--- config.mk ---
export PLATFORM = sky130hd
export DESIGN_NAME = prog_loader
export DESIGN_NICKNAME = d
export VERILOG_FILES = /design/src/rtl/prog_loader.sv
export SDC_FILE = /design/constraint.sdc
export NUM_CORES = 1
export LEC_CHECK = 0
export BUFFER_PORTS_ARGS = -buffer_cell sky130_fd_sc_hd__buf_2
export CAP_MARGIN = 15
export CORE_AREA = 5 5 86 88
export CTS_CLUSTER_DIAMETER = 100
export DETAILED_ROUTE_END_ITERATION = 16
export DIE_AREA = 0 0 91 93
export PLACE_DENSITY_LB_ADDON = 0.05
export SYNTH_ARGS = -nofsm -noshare
export SYNTH_HDL_FRONTEND = slang
export SYNTH_SLANG_ARGS = --single-unit
--- constraint.sdc ---
create_clock -name clk -period 1.78 [get_ports clk]
set_input_delay 0.356 -clock clk [delete_from_list [all_inputs] [get_ports clk]]
set_output_delay 0.356 -clock clk [all_outputs]
set_load 0.01 [all_outputs]
--- src/rtl/prog_loader.sv ---
// Framed program loader: writes header-described payload into shared RAM, then raises start.
// Define LOADER_CHECKSUM_EN to require a trailing mod-2^32 sum word after the payload.
module prog_loader #(
  parameter int unsigned ADDR_W = 8,
  parameter logic [15:0] MAGIC  = 16'hB007
) (
  input  logic              clk,
  input  logic              rst,
  input  logic              load_req,
  input  logic [31:0]       in_data,
  input  logic              in_valid,
  output logic              in_ready,
  output logic              wr_en,
  output logic [ADDR_W-1:0] wr_addr,
  output logic [31:0]       wr_data,
  output logic              start,
  output logic              busy,
  output logic              err
);

  typedef enum logic [2:0] {
    StIdle,
    StHdr,
    StLoad,
`ifdef LOADER_CHECKSUM_EN
    StChk,
`endif
    StSettle,
    StRun,
    StErr
  } state_e;

  state_e            state_q, state_d;
  logic [ADDR_W-1:0] addr_q, addr_d;
  logic [8:0]        cnt_q, cnt_d;
  logic              wr_en_d;
  logic              beat;

`ifdef LOADER_CHECKSUM_EN
  logic [31:0]       sum_q, sum_d;
`endif

  assign beat = in_valid & in_ready;

  always_comb begin
    state_d = state_q;
    addr_d  = addr_q;
    cnt_d   = cnt_q;
    wr_en_d = 1'b0;
`ifdef LOADER_CHECKSUM_EN
    sum_d   = sum_q;
`endif
    if (load_req) begin
      // Restart wins over any beat in the same cycle; that beat is dropped.
      state_d = StHdr;
`ifdef LOADER_CHECKSUM_EN
      sum_d   = '0;
`endif
    end else begin
      case (state_q)
        StIdle: ;
        StHdr: begin
          if (beat) begin
            if (in_data[31:16] != MAGIC) begin
              state_d = StErr;
            end else begin
              addr_d  = ADDR_W'(in_data[7:0]);
              cnt_d   = {1'b0, in_data[15:8]} + 9'd1;
              state_d = StLoad;
`ifdef LOADER_CHECKSUM_EN
              sum_d   = '0;
`endif
            end
          end
        end
        StLoad: begin
          if (beat) begin
            wr_en_d = 1'b1;
            addr_d  = addr_q + 1'b1;
            cnt_d   = cnt_q - 9'd1;
`ifdef LOADER_CHECKSUM_EN
            sum_d   = sum_q + in_data;
            if (cnt_q == 9'd1) state_d = StChk;
`else
            if (cnt_q == 9'd1) state_d = StSettle;
`endif
          end
        end
`ifdef LOADER_CHECKSUM_EN
        StChk: begin
          if (beat) state_d = (in_data == sum_q) ? StSettle : StErr;
        end
`endif
        // One spare cycle so the final RAM write lands before the cores start.
        StSettle: state_d = StRun;
        StRun:    ;
        StErr:    ;
        default:  state_d = StIdle;
      endcase
    end
  end

  always_ff @(posedge clk) begin
    if (rst) begin
      state_q  <= StIdle;
      addr_q   <= '0;
      cnt_q    <= '0;
      in_ready <= 1'b0;
      wr_en    <= 1'b0;
      wr_addr  <= '0;
      wr_data  <= '0;
      start    <= 1'b0;
      busy     <= 1'b0;
      err      <= 1'b0;
`ifdef LOADER_CHECKSUM_EN
      sum_q    <= '0;
`endif
    end else begin
      state_q  <= state_d;
      addr_q   <= addr_d;
      cnt_q    <= cnt_d;
`ifdef LOADER_CHECKSUM_EN
      sum_q    <= sum_d;
      in_ready <= (state_d == StHdr) || (state_d == StLoad) || (state_d == StChk);
      busy     <= (state_d == StHdr) || (state_d == StLoad) || (state_d == StChk) ||
                  (state_d == StSettle);
`else
      in_ready <= (state_d == StHdr) || (state_d == StLoad);
      busy     <= (state_d == StHdr) || (state_d == StLoad) || (state_d == StSettle);
`endif
      start    <= (state_d == StRun);
      err      <= (state_d == StErr);
      wr_en    <= wr_en_d;
      if (wr_en_d) begin
        wr_addr <= addr_q;
        wr_data <= in_data;
      end
    end
  end

endmodule
==> summary.md <==
| Metric | Value |
|---|---|
| Clk Latency, worst-skew pair | `0.33 ns` |
| Placement Cell Area | `3530 um2` |
| Power Density | `769 nW/um2` |
| DRC viols | `0` |
| Worst Skew | `0.00745 ns` |
| P&R area growth vs syn | `40.5%` |
| Logic gate share of total power | `5.4%` |
| IO Pins | `81` |
| Worst Tran Pin Value | `0.325 ns` |
| Slowest CP cell | `or3b_4` |
| Critical path startpoint | `state_q[1]` |
| Lkg Pwr | `0.00166 uW` |
| Sw frac | `22.0%` |
| Share of flip-flops with an asynchronous set or reset | `0%` |
| Min Hold Slack | `0.257 ns` |
| Critical path type | `reg -> reg` |
| CTS tree | `built` |
| Input/output buffers | `80` |
| Setup ws final | `-0.0351 ns` |
| Multi-input logic area | `1540 um2` |
| Synth top area cells | `dfxtp_1 46%, nand2_1 13%, a21oi_1 11%, o21ai_0 3.0%, clkbuf_1 2.5%` |
| Max Clk Rate | `0.551 GHz` |
| Fin cells | `569` |
| Row cnt | `30` |
| Placed insts | `540` |
| Slew Viols, Final | `0` |
| Routed Wire Length | `8.03 mm` |
| Synth warn | `0` |
| Post-synth EDFFs | `0` |
| Crit-path max cell delay | `0.39 ns` |
| Grt total ovfl | `0` |
| CTS Sinks | `65` |
| Sequential-to-total area share from yosys stat | `45.8%` |
| HPWL after DPL | `5.24 mm` |
| Total GRT Usage | `17.8%` |
| Crit start category | `flip-flop` |
| Failing checks | `negative setup slack` |
| H-tree levels | `3` |
| Clock Tree Root | `clkbuf_8` |
| Vias per cell | `5.09` |
| Gpl congestion | `0.836` |
| R2R Path Start | `state_q[1]` |
| Final Setup Violations | `2` |
| Global-route wire length before repair | `12.7 mm` |
| Internal power of the cells | `2390 uW` |
| Initial DRT Pass Iterations | `4` |
| Routed Antenna Nets | `0` |
| Fillcell total | `642` |
| Num CTS Buffers | `9` |
| Routed via count | `2899` |
| Chip height | `93 um` |
| Dpl ws | `-0.314 ns` |
| Worst hold-check path type | `in -> reg` |
| Crit share post-route | `102%` |
| Clock share of power | `47.0%` |
| Clock Path Buffers | `2` |
| Worst hold start | `rst` |
| Max Cap Viol | `0` |
| Synth Instances | `368` |
| Relative slew slack | `78.2%` |
| Final hold viol count | `0` |
| Clock transition at the registers of the reported paths | `0.07 ns` |
| Min cycle time layout | `1.82 ns` |
| Post-Synthesis Net Count | `408` |
| Vias in the first global route | `2778` |
| Post-synth top area cell | `dfxtp_1` |
| NetSw | `675 uW` |
| Die outline width | `91 um` |
| Post-synth top flop | `dfxtp_1` |
| Peak VDD IR | `0.425 mV` |
| N_diodes | `0` |
| Hold buffer count at cts | `0` |
| Core area | `6570 um2` |
| Sequential cell area | `1300 um2` |
| Routed WL per cell | `14.1 um` |
| Worst EP required | `2.04 ns` |
| CP arrival | `2.07 ns` |
| Largest net degree at the start of global routing | `36` |
| Ratio of cells with drive above 1 in the final layout | `34.6%` |
| 1st-iter DRT viols | `99` |
| Die Area | `8460 um2` |
| Crit end category | `flip-flop` |
| Yosys reg bits | `65` |
| Syn Area/Cell | `7.71 um2` |
| Sequential power share | `47.6%` |
| Design Area, Final | `3990 um2` |
| Crit-path max FO | `7` |
| RSZ-0062 raised after global routing | `yes` |
| Synth top area share | `45.8%` |
| Post-Syn Area | `2840 um2` |
| Cell breakdown of the critical path | `or3b_4 -> or3_4 -> o21a_4 -> or3_1 -> a31oi_1` |
| Starting density of the core | `43.2%` |
| Status | `finished with violations` |
| Antenna violations before repair | `0` |
| Fin nets | `524` |
| Total Power | `3070 uW` |
| Synth cell types | `45` |
-- power by group through the flow --
stage	Clock [uW]	Sequential, uW	Combinational (uW)
after floorplan	0	1500	57.9
after global placement	0	1490	157
after detailed placement	0	1490	159
after CTS	1470	1460	162
after global routing	1540	1460	183
final	1440	1460	166
-- worst max-delay path: cells and delay by family (launching register included) --
family | cells | cell delay (ns)
simple gates | 3 | 1.09
compound gates | 2 | 0.31
flops | 1 | 0.35
-- layout make-up --
class / count / area share (%)
inverters: 3 / 0.282
flip-flops and latches: 65 / 32.7
clock inverters: 5 / 1.95
well taps: 80 / 2.51
multi-input cells: 277 / 38.5
repair buffers: 128 / 20.2
clock buffers: 11 / 3.80
-- cell usage after synthesis (4+ instances only) --
cell type,count
nand3_1,7
dfxtp_1,65
nor2_1,18
ha_1,4
nand2b_1,4
nand2_1,100
xor2_1,4
nor4_1,4
nor3_1,8
clkbuf_1,19
o21ai_0,17
a21oi_1,62
-- what timing repair did --
| action | in CTS | in global routing |
|---|---|---|
| pin swaps | 4 | 6 |
| resized for setup | 9 | 27 |
| endpoints found under the setup margin | 30 | 61 |
| buffers inserted | 5 | 4 |
| cloned | 1 | 3 |
-- state kept, by name (all words and copies together), names as in the netlist --
register  flops
wr_en         1
in_ready      1
cnt_q         9
wr_data      32
start         1
wr_addr       8
state_q       3
busy          1
err           1
addr_q        8
-- cell usage in the layout, fill, tap and decap left out, drive strengths merged, types with 2 or more instances in the layout --
cell    count
nor2       18
xor2        4
nor3b       3
bufinv      2
or3         3
or4         3
a211oi      3
o211ai      2
nand3b      2
and2        2
buf       128
dfxtp      65
a21oi      62
o32ai       2
o21a        3
a311oi      2
and3        3
nor3        8
clkbuf     11
nor4        4
nand4       2
inv         3
a211o       2
nand2     100
nand2b      4
xnor2       3
clkinv      2
nand3       7
ha          4
o21ai      18
-- metrics by stage --
| step | setup TNS [ns] | util [%] |
|---|---|---|
| after CTS | -0.0351 | 58.5 |
| after global routing | -1.44 | 60.7 |
| after floorplan | -1.79 | - |
| after detailed placement | -3.26 | 53.7 |
| final | -0.0680 | 60.7 |
| after global placement | -4.46 | 53.7 |
-- per-layer routing --
layer | routed length, um | up-vias | track usage (%) | share of wire, %
li1 | - | 1512 | - | -
met1 | 3600 | 1319 | 22.8 | 45
met2 | 3980 | 63 | 30.2 | 50
met3 | 397 | 5 | 3.86 | 4.9
met4 | 50 | 0 | 5.26 | 0.62
met5 | 0 | - | 0 | 0
-- logic make-up (layout without fill, tap and decap cells) --
family / after synthesis / in the layout / synth area share, %
xor+xnor: 7 / 7 / 2.16
flops: 65 / 65 / 45.8
buf+inv: 27 / 147 / 4.10
compound gates: 98 / 99 / 19.4
fa+ha+maj: 4 / 4 / 1.76
simple gates: 167 / 167 / 26.8
-- worst paths after layout --
check	endpoint	slack (ns)	cells past startpoint
worst max-delay path	addr_q[0]	-0.04	5
worst min-delay path	state_q[0]	0.26	2
worst max register to register	addr_q[0]	-0.04	5
worst min register to register	wr_data[13]	0.45	2
Power figures use the tool's default switching activity.
